--- config.mk ---
export PLATFORM = sky130hd
export DESIGN_NAME = div16_8_2bits_seq
export DESIGN_NICKNAME = d
export VERILOG_FILES = /design/src/rtl/div16_8_2bits_seq.sv
export SDC_FILE = /design/constraint.sdc
export NUM_CORES = 1
export LEC_CHECK = 0
export CORE_MARGIN = 5
export CORE_UTILIZATION = 28
export CTS_BUF_LIST = sky130_fd_sc_hd__clkbuf_2 sky130_fd_sc_hd__clkbuf_4 sky130_fd_sc_hd__clkbuf_8
export DETAILED_ROUTE_END_ITERATION = 8
export SYNTH_ARGS = -nofsm -noshare
export SYNTH_HDL_FRONTEND = slang
export SYNTH_SLANG_ARGS = --single-unit
--- constraint.sdc ---
create_clock -name clk -period 4.38 [get_ports clk]
set_clock_uncertainty 0.1 [all_clocks]
set_input_delay 0.876 -clock clk [delete_from_list [all_inputs] [get_ports clk]]
set_output_delay 0.876 -clock clk [all_outputs]
set_load 0.1 [all_outputs]
--- src/rtl/div16_8_2bits_seq.sv ---
// Sequential 16/8 unsigned divider retiring two quotient bits per cycle.
// Divide-by-zero and quotient overflow are flagged in one edge without iterating.
module div16_8_2bits_seq (
  input  logic        clk,
  input  logic        rst_n,
  input  logic        in_valid,
  output logic        in_ready,
  input  logic [15:0] P,
  input  logic [7:0]  B,
  output logic        out_valid,
  input  logic        out_ready,
  output logic [7:0]  Q,
  output logic [7:0]  R,
  output logic        dbz,
  output logic        ovf
);

  localparam logic [1:0] S_IDLE = 2'd0;
  localparam logic [1:0] S_BUSY = 2'd1;
  localparam logic [1:0] S_DONE = 2'd2;

  logic [1:0] state_q, state_d;
  logic [8:0] rem_q, rem_d;
  logic [7:0] sh_q, sh_d;
  logic [7:0] b_q, b_d;
  logic [1:0] cnt_q, cnt_d;
  logic       dbz_q, dbz_d;
  logic       ovf_q, ovf_d;

  logic       accept;
  logic [8:0] t1, t2, r1, r2;
  logic       q1, q2;

  assign in_ready  = (state_q == S_IDLE);
  assign out_valid = (state_q == S_DONE);
  assign accept    = in_valid && in_ready;

  // Two cascaded restoring steps. A set bit 8 in the incoming remainder means
  // the shifted value already exceeds any 8-bit divisor.
  always_comb begin
    t1 = {rem_q[7:0], sh_q[7]};
    q1 = rem_q[8] | (t1 >= {1'b0, b_q});
    r1 = q1 ? (t1 - {1'b0, b_q}) : t1;
    t2 = {r1[7:0], sh_q[6]};
    q2 = r1[8] | (t2 >= {1'b0, b_q});
    r2 = q2 ? (t2 - {1'b0, b_q}) : t2;
  end

  always_comb begin
    state_d = state_q;
    rem_d   = rem_q;
    sh_d    = sh_q;
    b_d     = b_q;
    cnt_d   = cnt_q;
    dbz_d   = dbz_q;
    ovf_d   = ovf_q;
    case (state_q)
      S_IDLE: begin
        if (accept) begin
          b_d   = B;
          cnt_d = 2'd0;
          if (B == 8'd0) begin
            state_d = S_DONE;
            dbz_d   = 1'b1;
            ovf_d   = 1'b0;
            sh_d    = 8'hFF;
            rem_d   = 9'd0;
          end else if (P[15:8] >= B) begin
            state_d = S_DONE;
            dbz_d   = 1'b0;
            ovf_d   = 1'b1;
            sh_d    = 8'hFF;
            rem_d   = 9'd0;
          end else begin
            state_d = S_BUSY;
            dbz_d   = 1'b0;
            ovf_d   = 1'b0;
            sh_d    = P[7:0];
            rem_d   = {1'b0, P[15:8]};
          end
        end
      end
      S_BUSY: begin
        // Dividend bits leave at the top while quotient bits enter at the bottom.
        rem_d = r2;
        sh_d  = {sh_q[5:0], q1, q2};
        cnt_d = cnt_q + 2'd1;
        if (cnt_q == 2'd3) state_d = S_DONE;
      end
      S_DONE: begin
        if (out_ready) state_d = S_IDLE;
      end
      default: state_d = S_IDLE;
    endcase
  end

  always_ff @(posedge clk or negedge rst_n) begin
    if (!rst_n) begin
      state_q <= S_IDLE;
      rem_q   <= 9'd0;
      sh_q    <= 8'd0;
      b_q     <= 8'd0;
      cnt_q   <= 2'd0;
      dbz_q   <= 1'b0;
      ovf_q   <= 1'b0;
    end else begin
      state_q <= state_d;
      rem_q   <= rem_d;
      sh_q    <= sh_d;
      b_q     <= b_d;
      cnt_q   <= cnt_d;
      dbz_q   <= dbz_d;
      ovf_q   <= ovf_d;
    end
  end

  assign Q   = sh_q;
  assign R   = rem_q[7:0];
  assign dbz = dbz_q;
  assign ovf = ovf_q;

endmodule

==> reports/metrics.csv <==
metric;value;unit
ys_ff_latch;31;
cts_tree;done;
critPathArrivalTime;4330;ps
numCtsBuffers;5;
path_class;reg -> reg;
firstDrtPassIters;6;
cts_sinks;31;
ctsHoldBuffers;0;
yosys.area_share.simple;16.1;%
start_util;28.3;%
synth-xor-area-share;3.72;%
wl_per_cell;15.9;um
rr_startpoint;rem_q[3]$_DFFE_PN0P_;
hp-class;reg -> reg;
required;4490;ps
startpoint_type;flop;
status;finished, final reports clean;
path_max_fanout;5;
clock_latency;280;ps
cp_num_buf_inv;2;
h-tree-depth;2;
gr-total-overflow;0;
maxCapViolCount;0;
ys_top_cells_by_count;dfrtp_1 (31), nand2_1 (27), o21ai_0 (26);
relSlewSlack;33.5;%
grt_pass1_vias;2396;
maxClockFrequency;0.237;GHz
period_share;96.3;%
gp_congestion;0.934;
synth.cell_area;0.00259;mm^2
ff_latch_area;776;um^2
hold_violations;0;
synthMuxAreaShare;5.84;%
grt_start_max_net_pins;32;
finalSetupViolCount;0;
startpoint;rem_q[3]$_DFFE_PN0P_;
maxSlewViolCount;0;
die_area;0.0113;mm^2
synthTopCellsByArea;dfrtp_1 (30%), ha_1 (12%), o21ai_0 (5.0%);
synth_top_family_by_area;compound AO/OA/AOI/OAI gates;
vias;2324;
nFillCells;930;
io_pins;48;
tightest_slew;994;ps
core;0.00915;mm^2
worstHoldStart;state_q[1]$_DFFE_PN0P_;
io_buffers;47;
synth_warnings;0;
clk_pin_slew;70;ps
drive_gt1_share;11.0;%
viasPerCell;5.11;
antennaDiodeCount;0;
crit_path_max_incr_delay;410;ps
synth_edf_count;0;
yosysMostFrequentCell;dfrtp_1;
synthFlopType;dfrtp_1;
yosysSeqAreaShare;29.9;%
synth_cell_types;54;
nets;400;
cp-end-kind;flop;
route.detailed.drc;0;
drtAntennaViolNets;0;
cts-root-buf;clkbuf_8;
rows;35;
routed_wl;7250;um
crit_chain;ha_1 > a21o_1 > or3_1 > o22a_2 > a21oi_4 > buf_4 > mux2_2 > ha_1 > o211ai_1 > a31oi_1 > a211oi_2 > nand3_2 > buf_4 > mux2_4 > a21oi_2;
clockBufferDepth;2;
place_hpwl;5580;um
multiInputGateArea;0.00163;mm^2
ys_async_sr_fraction;100;%
cp_slowest_cell;dfrtp_1;
die_y;106;um
globalRouteTotalUtil;13.2;%
fin_util;35.9;%
antenna_found_initial;0;
mappedNetlistNets;349;
synth_compound_area_share;23.3;%
path_delay_family;compound AO/OA/AOI/OAI gates;
synth_adder_area_share;13.6;%
grt_pass1_wl;11900;um
area_growth;26.9;%
die_w;106;um
syn_avg_cell_area;8.81;um^2
drt_iter0_markers;105;
post-synth-top-area-fraction;29.9;%
fin_crit;4220;ps
yosys.area.top_type;dfrtp_1;
synthCells;294;
kinds of logic after synthesis:
family                   Yosys count
AND/OR/NAND/NOR                   84
XOR/XNOR                          11
multiplexers                      14
buffers and inverters             41
AO/OA/AOI/OAI                     86
adder cells (fa/ha/maj)           27
flip-flops                        31
flip-flops by register name, summed over array words and instances, names as in the netlist:
| signal | count |
|---|---|
| b_q | 8 |
| state_q | 2 |
| ovf | 1 |
| cnt_q | 2 |
| Q | 8 |
| rem_q | 9 |
| dbz | 1 |
cells in the final DEF, fill, tap and decap left out, drive strengths merged, types with 9 or more instances in the layout:
cell type / Yosys / layout
a21oi: 17 / 17
buf: 13 / 15
ha: 25 / 25
o21ai: 27 / 27
inv: 22 / 22
dfrtp: 31 / 31
nand2: 27 / 27
nor2: 14 / 14
clkdlybuf4s50: 0 / 47
nand3: 8 / 9
final cells by class:
class | instances | area share (%)
clock buffer | 6 | 2.32
inverter | 22 | 2.51
multi-input combinational | 223 | 49.6
sequential | 31 | 23.6
tap | 111 | 4.22
timing repair buffer | 62 | 17.7
what timing repair did:
action | in CTS | in global routing
setup endpoints to repair | 0 | 8
gates resized for setup | 0 | 1
setup buffers | 0 | 4
stage by stage:
stage / std cells / worst slack (ps) / area [um^2] / hold WS (ps) / TNS (ps)
6_report: 455 / 160 / 3290 / 390 / 0
5_1_grt: 455 / -13.3 / 3290 / 427 / -13.3
4_1_cts: 450 / 28.2 / 3250 / 395 / 0
3_5_place_dp: 444 / 48.2 / 3170 / 386 / 0
3_3_place_gp: 444 / 195 / 3170 / 376 / 0
2_1_floorplan: 294 / 302 / 2590 / 347 / 0
layer usage:
layer	up-vias	global-route usage [%]	share of wire (%)
met5	-	0	0
met4	0	6.11	3.9
met3	16	2.73	4.8
met2	73	21.0	46
met1	1091	17.0	46
li1	1144	-	-
worst paths after layout:
path                       slack [ps]                     end  depth (start not counted)
max                               160    rem_q[0]$_DFFE_PN0P_                         15
min                               390  state_q[0]$_DFFE_PN0P_                          1
max reg2reg                       160    rem_q[0]$_DFFE_PN0P_                         15
min reg2reg                       390  state_q[0]$_DFFE_PN0P_                          1
max in group asynchronous        2980      b_q[2]$_DFFE_PN0P_                          2
min in group asynchronous         900    cnt_q[0]$_DFFE_PN0P_                          2
Power is left out: the tool's default activity adds up to more than one toggle a clock period on the data nets, which glitch-free logic cannot reach.
